[src/rtl/mips_alu_unit.sv]
// Execute-stage ALU: single-cycle ops finish one cycle after start; multiply and divide iterate ITER cycles.
// Result, flags and the alu_ready pulse are all registered; start is only taken in IDLE.
module mips_alu_unit #(
  parameter int WIDTH = 32,
  parameter int ITER  = 32
) (
  input  logic             clk,
  input  logic             rst_b,
  input  logic             start,
  input  logic [WIDTH-1:0] A,
  input  logic [WIDTH-1:0] B,
  input  logic [5:0]       aluctl,
  output logic [WIDTH-1:0] alu_out_data,
  output logic             alu_ready,
  output logic             busy,
  output logic             overflow,
  output logic             div_by_zero,
  output logic             illegal_op
);

  localparam int SHW   = $clog2(WIDTH);
  localparam int CNT_W = $clog2(ITER);

  typedef enum logic [1:0] {IDLE, MUL, DIV, DONE} state_t;

  state_t             state, state_nxt;
  logic [CNT_W-1:0]   cnt;
  logic               cnt_last;
  logic               neg_q;
  // Shared working registers: multiplicand/multiplier/product for MUL,
  // dividend-then-quotient / divisor magnitude / partial remainder for DIV.
  logic [WIDTH-1:0]   opa, opb, acc;

  logic [4:0]         op_in;
  logic               unused_ifmt;
  logic               go_mul, go_div;
  logic [WIDTH-1:0]   sum, diff;
  logic [WIDTH-1:0]   sc_res;
  logic               sc_ovf, sc_dbz, sc_ill;

  logic [WIDTH-1:0]   mul_acc_nxt;
  logic [WIDTH:0]     div_rem_sh;
  logic               div_ge;
  logic [WIDTH-1:0]   div_rem_nxt, div_quo_nxt;

  assign op_in       = aluctl[5:1];
  assign unused_ifmt = aluctl[0];
  assign go_mul      = (op_in == 5'd12);
  assign go_div      = (op_in == 5'd13) && (B != '0);
  assign cnt_last    = (cnt == CNT_W'(ITER - 1));
  assign busy        = (state != IDLE);

  assign sum  = A + B;
  assign diff = A - B;

  always_comb begin
    sc_res = '0;
    sc_ovf = 1'b0;
    sc_dbz = 1'b0;
    sc_ill = 1'b0;
    case (op_in)
      5'd0:  sc_res = A ^ B;
      5'd9:  sc_res = A | B;
      5'd10: sc_res = ~(A | B);
      5'd14: sc_res = A & B;
      5'd1:  sc_res = B << A[SHW-1:0];
      5'd2:  sc_res = A << B[SHW-1:0];
      5'd3, 5'd5: sc_res = B >> A[SHW-1:0];
      5'd17: sc_res = $unsigned($signed(B) >>> A[SHW-1:0]);
      5'd15: begin
        sc_res = sum;
        sc_ovf = (A[WIDTH-1] == B[WIDTH-1]) && (sum[WIDTH-1] != A[WIDTH-1]);
      end
      5'd11, 5'd23, 5'd24, 5'd25, 5'd26: sc_res = sum;
      5'd4: begin
        sc_res = diff;
        sc_ovf = (A[WIDTH-1] != B[WIDTH-1]) && (diff[WIDTH-1] != A[WIDTH-1]);
      end
      5'd8:  sc_res = B - A;
      5'd6, 5'd27: sc_res = WIDTH'($signed(A) < $signed(B));
      // Only reached single-cycle when B is zero; B!=0 goes to DIV.
      5'd13: begin
        sc_res = '1;
        sc_dbz = 1'b1;
      end
      5'd16: sc_res = A;
      5'd18: sc_res = WIDTH'(A == B);
      5'd19: sc_res = WIDTH'(A != B);
      5'd20: sc_res = WIDTH'($signed(A) <= 0);
      5'd21: sc_res = WIDTH'($signed(A) > 0);
      5'd22: sc_res = WIDTH'($signed(A) >= 0);
      5'd28: sc_res = B << 16;
      5'd29, 5'd30, 5'd31: sc_ill = 1'b1;
      default: sc_res = '0;
    endcase
  end

  // One shift-add step and one restoring-divide step per iteration.
  assign mul_acc_nxt = acc + (opb[0] ? opa : '0);
  assign div_rem_sh  = {acc, opa[WIDTH-1]};
  assign div_ge      = (div_rem_sh >= {1'b0, opb});
  assign div_rem_nxt = div_ge ? (div_rem_sh[WIDTH-1:0] - opb) : div_rem_sh[WIDTH-1:0];
  assign div_quo_nxt = {opa[WIDTH-2:0], div_ge};

  always_ff @(posedge clk or negedge rst_b) begin
    if (!rst_b) state <= IDLE;
    else        state <= state_nxt;
  end

  always_comb begin
    state_nxt = state;
    case (state)
      IDLE: if (start) state_nxt = go_mul ? MUL : (go_div ? DIV : DONE);
      MUL:  if (cnt_last) state_nxt = DONE;
      DIV:  if (cnt_last) state_nxt = DONE;
      DONE: state_nxt = IDLE;
      default: state_nxt = IDLE;
    endcase
  end

  always_ff @(posedge clk or negedge rst_b) begin
    if (!rst_b) begin
      cnt          <= '0;
      neg_q        <= 1'b0;
      opa          <= '0;
      opb          <= '0;
      acc          <= '0;
      alu_out_data <= '0;
      alu_ready    <= 1'b0;
      overflow     <= 1'b0;
      div_by_zero  <= 1'b0;
      illegal_op   <= 1'b0;
    end else begin
      alu_ready <= 1'b0;
      case (state)
        IDLE: if (start) begin
          cnt   <= '0;
          acc   <= '0;
          neg_q <= A[WIDTH-1] ^ B[WIDTH-1];
          opa   <= (go_mul || !A[WIDTH-1]) ? A : -A;
          opb   <= (go_mul || !B[WIDTH-1]) ? B : -B;
          if (!go_mul && !go_div) begin
            alu_out_data <= sc_res;
            overflow     <= sc_ovf;
            div_by_zero  <= sc_dbz;
            illegal_op   <= sc_ill;
            alu_ready    <= 1'b1;
          end
        end
        MUL: begin
          cnt <= cnt + CNT_W'(1);
          acc <= mul_acc_nxt;
          opa <= opa << 1;
          opb <= opb >> 1;
          if (cnt_last) begin
            alu_out_data <= mul_acc_nxt;
            overflow     <= 1'b0;
            div_by_zero  <= 1'b0;
            illegal_op   <= 1'b0;
            alu_ready    <= 1'b1;
          end
        end
        DIV: begin
          cnt <= cnt + CNT_W'(1);
          acc <= div_rem_nxt;
          opa <= div_quo_nxt;
          if (cnt_last) begin
            alu_out_data <= neg_q ? -div_quo_nxt : div_quo_nxt;
            overflow     <= 1'b0;
            div_by_zero  <= 1'b0;
            illegal_op   <= 1'b0;
            alu_ready    <= 1'b1;
          end
        end
        default: ;
      endcase
    end
  end

endmodule

[config.mk]
export PLATFORM = sky130hd
export DESIGN_NAME = mips_alu_unit
export DESIGN_NICKNAME = d
export VERILOG_FILES = /design/src/rtl/mips_alu_unit.sv
export SDC_FILE = /design/constraint.sdc
export NUM_CORES = 1
export LEC_CHECK = 0
export CORE_ASPECT_RATIO = 1.25
export CORE_MARGIN = 1.5
export CORE_UTILIZATION = 40
export CTS_CLUSTER_SIZE = 28
export DETAILED_ROUTE_END_ITERATION = 12
export GPL_TIMING_DRIVEN = 0
export HOLD_SLACK_MARGIN = 0.08
export MAX_ROUTING_LAYER = met4
export PLACE_DENSITY = 0.61
export RECOVER_POWER = 50
export REMOVE_ABC_BUFFERS = 1
export SYNTH_ARGS = -nofsm -noshare
export SYNTH_HDL_FRONTEND = slang
export SYNTH_SLANG_ARGS = --single-unit
export TNS_END_PERCENT = 20
[constraint.sdc]
create_clock -name clk -period 6.6 [get_ports clk]
set_clock_uncertainty 0.15 [all_clocks]
set_input_delay 0.99 -clock clk [delete_from_list [all_inputs] [get_ports clk]]
set_output_delay 0.99 -clock clk [all_outputs]
set_load 0.01 [all_outputs]
======== Word-level counts from Yosys, hierarchy flattened ========
Cells that the tools add are included.
cells by class
  add/sub/neg operators ................... 9
  multipliers ............................. 0
  divide/modulo/power cells ............... 0
  $lt $le $gt $ge ......................... 5
  eq/ne operators ......................... 45
  shifts and indexed selects .............. 4
  multiplexer cells ....................... 41
  bitwise operators ....................... 5
  reductions and logical operators ........ 29
operator list
  operator             number
  $pmux 32 s20         1
  $mux 32              12
  $pmux 32 s3          3
  $neg 32->32          3
  $sub 32x32->32       3
  $eq 5x5->1 const B   17
  $add 32x32->32       2
  $pmux 32 s2          1
  $shl 32x5->32        2
  $eq 5x4->1 const B   8
  $ge 33x32->1         1
  $and 32x32->32       1
  $eq 32x32->1         1
  $ge 32x1->1 const B  1
  $gt 32x1->1 const B  1
  $le 32x1->1 const B  1
  $lt 32x32->1         1
  $ne 32x32->1         1
  $not 32->32          1
  $or 32x32->32        1
  $reduce_bool 32->1   1
  $shr 32x5->32        1
  $sshr 32x5->32       1
  $xor 32x32->32       1
  other kinds (30)     72
storage, ports and cells
  flip-flop bits (word level) ............. 140
  bits in latches ......................... 0
  bits in writable memories ............... 0
  ROM bits ................................ 0
  input port bits ......................... 73
  output and inout bits ................... 37
  logic and storage cells ................. 149
  memories ................................ 0

======== Logic depth before layout (Yosys ltp) ========
Gate-level depths: netlist of the first run.
  depth after elaboration ................. 7
  depth in mapped cells ................... 20
  gate-level depth less buffers ........... 19

======== Worst setup path after synthesis of the first run ========
No wires, ideal clock.
  kind .................................... input -> register
  start ................................... in A[2]
  end ..................................... reg alu_out_data[27]
  library setup time ...................... 130 ps
  arrival ................................. 4784 ps
  required time ........................... 6320 ps
  path slack .............................. 1536 ps
  cell stages on the path ................. 17
  buffers on the path ..................... 5
  cell sequence ........................... buf_2 -> clkinv_1 -> buf_1 -> clkbuf_1 -> buf_2 -> ha_1 -> buf_2 -> nor3_1 -> o311ai_0 -> a31o_2 -> and2_1 -> o21a_1 -> o21ai_0 -> a21oi_1 -> a221o_1 -> a211oi_1 -> o22ai_1
on the way
  word-level cells in the longest chain between the ends .. 5
  elaborated cells between the ends (all ways) .. 11
  classes of those cells .................. add/sub: 3; shift: 4; mux: 4
ends and longest elaborated chain
  item                                    RTL line  RTL
  start: declaration                      10        input logic [WIDTH-1:0] A,
  $sub 32x32->32 (tied with other cells)  79        5'd8: sc_res = B - A;
  $pmux 32 s20 (*)                        61        case (op_in)
  $mux 32 (*)                             142       if (!go_mul && !go_div) begin
  $mux 32 (*)                             136       IDLE: if (start) begin
  $pmux 32 s3 (*)                         135       case (state)
  end signal: assignment                  143       alu_out_data <= sc_res;
  end signal: assignment                  156       alu_out_data <= mul_acc_nxt;
  end signal: assignment                  168       alu_out_data <= neg_q ? -div_quo_nxt : div_quo_nxt;
  end: declaration                        13        output logic [WIDTH-1:0] alu_out_data,
Every way passes the cells marked *; elsewhere a longest branch is shown, timed or not. The select of a mux whose other input is x is not followed.
A chain may end at the register's enable or synchronous reset.

======== Final worst setup path of the first run ========
  start ................................... in B[2]
  end ..................................... reg alu_out_data[29]
on the way
  word-level cells in the longest chain between the ends .. 6
  elaborated cells between the ends (all ways) .. 17
  classes of those cells .................. add/sub: 3; eq/ne: 1; shift: 4; mux: 4; reduce/logical: 5
ends and longest elaborated chain
  item                                                                    RTL line  RTL
  start: declaration                                                      11        input logic [WIDTH-1:0] B,
  parallel branches: the longest is 6 deep, another holds $sub 32x32->32  --
Several ways; the timed one is not identified. The select of a mux whose other input is x is not followed.

==> key figures, run 1 <==
Detailed routing
  • First-iteration detailed-routing DRC count: 3,180
  • Vias: 29,200
  • # DRC: 0
  • DR pass1 iterations: 6
  • Routed Antenna Nets: 0
  • Post-Route WL: 130,000 um
  • Drt wl/cell: 29.9 um
  • Vias per cell: 6.73

Final layout
  • Fillers: 6,699
  • Design area: 27,700 um2
  • Area growth syn-to-layout: 8.51%
  • Layout cells sized above 1: 6.64%
  • Nets@finish: 3,760

Critical path
  • Slowest stage cell, crit path: a2111oi_0
  • Crit end category: register
  • CP Max Fanout: 37
  • Bufs and invs on worst path: 2
  • Setup crit start kind: input pin
  • Cell family with most CP delay: compound AO/OA/AOI/OAI gates
  • Critical Path, Cell by Cell: buf_2 -> clkinvlp_4 -> ha_1 -> o21ai_1 -> o21a_1 -> o31ai_1 -> a2111oi_1 -> o21a_1 -> nor4_2 -> mux2i_1 -> a2111oi_0 -> or2_1 -> nand4_1
  • Crit Path Category: input pin to register
  • CP required: 6750 ps
  • Crit-path max cell delay: 990 ps
  • CP arrival: 6770 ps
  • Most frequent CP cell: o21a_1

CTS
  • Clk buf depth: 2
  • Clk sinks: 140
  • H-tree level count: 4
  • Cts hold-fix bufs: 0
  • Root Buffer: clkbuf_16
  • Latest clock arrival within the worst-skew pair: 440 ps
  • Clock-pin transition on the worst setup and hold timing paths: 60 ps
  • Post-CTS Setup Bufs: 0
  • Number of buffers created by CTS: 17
  • CTS tree: done

STA
  • Slew Viols, Final: 238
  • Setup_tns: -23.5 ps
  • Final worst slack: -23.5 ps
  • Max_slew headroom: -97.2%
  • RSZ-0062 raised after global routing: no
  • Final min period: 6620 ps
  • F_max: 151 MHz
  • Final setup violation count: 1
  • Hold Slack: 324 ps
  • Worst Max-Slew Pin Slew: 2960 ps
  • Hold Violations, Final: 0
  • Final cycle utilization of the critical path: 100%

Yosys
  • Cell with the most instances after synthesis: nand2_1
  • Syn. warnings: 0
  • FF+latch count, synth: 140
  • Most frequent cells after synthesis: nand2_1 (411), o21ai_0 (339), nor2_1 (325), a21oi_1 (300), clkbuf_1 (208)
  • Synth cell types: 95
  • Leading area contributor after synthesis: dfrtp_1
  • Asr flop ratio synth: 100%
  • Sequential share of the synthesized area: 13.7%
  • Synth Flop Type: dfrtp_1
  • Top cell type's share of synthesized area: 13.7%
  • Synthesized netlist cell count: 3,603
  • Post-synth EDFFs: 0
  • Post-Syn Area: 25,500 um2
  • Top post-synthesis cells by area: dfrtp_1 (14%), ha_1 (9.9%), o21ai_0 (6.7%)
  • Mapped Avg Cell Area: 7.07 um2

Power and ir drop
  • Max rail drop VDD: 369 uV
  • Power Total: 9930 uW
  • Pleak: 0.0112 uW
  • PD cells: 359 nW/um2

Floorplan
  • Placeable Area: 63,100 um2
  • Io pins: 110
  • Die Span Y: 285 um
  • Die footprint: 65,200 um2
  • Width of the die: 229 um
  • Starting density of the core: 40.4%
  • Rows: 103

Run status
  • Failing checks: max-capacitance violations, max-slew violations, negative setup slack
  • Outcome: finished, violations left

Placement
  • Post-DP HPWL: 101,000 um
  • RD Place Congestion: 1.09
  • Placed cell area: 27,000 um2
  • Worst slack, placed: -783 ps
  • IO buf count: 108

Global routing
  • Largest net degree at the start of global routing: 90
  • Vias in the first global route: 27,800
  • Gr ovfl total: 0
  • Tot GR Track Use: 39.6%
  • Antenna violations before repair: 1
  • First-pass GRT wire length: 187,000 um

Run
  • Max capacitance violation total: 6

Hold path
  • Hold Path Class: register to register
==> cells by family (layout without fill, tap and decap cells) <==
family          Yosys count  count (layout)  synth area share (%)
compound gates         1291            1292                  33.0
flops                   140             140                  13.7
mux                     187             187                  9.49
buf+inv                 448             338                  6.81
fa+ha+maj               206             206                  10.3
other cells               0               1                     0
simple gates           1177            1177                  21.4
xor+xnor                154             154                  5.29
==> timing repair <==
action,CTS,global route
resized for setup,4,3
pin swaps,1,0
gates cloned,1,1
endpoints found under the setup margin,7,5
==> routing by layer <==
metal / routed length, um / track usage (%) / up-vias
met2: 58200 / 61.6 / 1593
met1: 50000 / 46.7 / 14100
met5: 0 / - / -
met3: 9430 / 4.44 / 407
li1: - / - / 13100
met4: 12000 / 30.7 / 0
==> registers in the layout (all words and copies together) (netlist names) <==
signal	flops
overflow	1
illegal_op	1
div_by_zero	1
acc	32
opb	32
opa	32
cnt	5
alu_ready	1
alu_out_data	32
neg_q	1
state	2
==> path summary, 6_finish.rpt <==
kind                                             start                            to  slack [ps]  cells after the start
setup / recovery                                  B[2]  alu_out_data[29]$_DFFE_PN0P_         -20                     13
hold / removal             alu_out_data[4]$_DFFE_PN0P_   alu_out_data[4]$_DFFE_PN0P_         320                      2
setup reg to reg                   opa[31]$_DFFE_PN0P_  alu_out_data[18]$_DFFE_PN0P_         430                     19
hold reg to reg            alu_out_data[4]$_DFFE_PN0P_   alu_out_data[4]$_DFFE_PN0P_         320                      2
max in group asynchronous                        rst_b            opb[0]$_DFFE_PN0P_        1300                      2
min in group asynchronous                        rst_b            cnt[0]$_DFFE_PN0P_        1350                      1
==> per-stage QoR <==
stage / std cells / util [%]
after floorplan: 3326 / -
after global placement: 4274 / 42.0
after detailed placement: 4299 / 42.8
after CTS: 4332 / 43.8
after global routing: 4335 / 43.8
final: 4335 / 43.8
==> cell type report <==
| class | instances | area, um2 | area share, % |
|---|---|---|---|
| antenna | 1 | 2.50 | 0.00905 |
| clock buffer | 22 | 494 | 1.79 |
| clock inverter | 10 | 113 | 0.407 |
| inverter | 171 | 649 | 2.35 |
| multi-input combinational | 3016 | 20400 | 73.7 |
| sequential | 140 | 3500 | 12.7 |
| tap | 840 | 1050 | 3.80 |
| timing repair buffer | 134 | 1460 | 5.29 |
| timing repair inverter | 1 | 5.00 | 0.0181 |
==> worst register-to-register path: stages, from the launching register on <==
cell and delay (ps):
dfrtp_1 670, inv_1 100, ha_1 240, nor2b_1 150
o31ai_1 110, a211oi_1 570, o21a_1 360, a311o_1 330
a21o_2 720, inv_2 480, ha_1 400, nand3b_1 240
nand2b_2 230, o41ai_1 90, xnor2_1 180, a22o_1 180
nand2_1 150, nand4_1 110, a221oi_1 440, a311oi_1 80
==> cell usage in the layout, fill, tap and decap left out, types with 20 or more instances in the layout <==
master and n:
clkdlybuf4s50_1 83, nor2_1 320, a221o_1 21, xnor2_1 123, o221ai_1 24, a31oi_1 59, a21o_1 42, a21oi_1 298
o21ai_0 338, a221oi_1 39, o21bai_1 27, nor3_1 67, ha_1 198, nor2b_1 33, or3_1 34, and2_1 43
mux2i_1 102, nor4_1 20, nand2b_1 33, nand2_1 410, o31ai_1 40, mux4_2 39, a211oi_1 54, and3_1 28
xor2_1 31, mux2_2 46, o21a_1 20, nand3_1 77, nand4_1 37, o211ai_1 54, dfrtp_1 139, o22ai_1 26
inv_1 157, a22oi_1 61
==> report_power, final <==
part | switching, uW | internal (uW) | total [uW]
Sequential | 521 | 1240 | 1760
Combinational | 4650 | 2510 | 7160
Clock | 400 | 605 | 1000
Note: power is estimated with default switching activity, not from simulation.
==> inputs of run 2 (changes only) <==
CTS_CLUSTER_SIZE = 25   (was 28)
==> results of run 2 <==
Same layout as run 1: the final DEF is identical, and so are final timing and power.
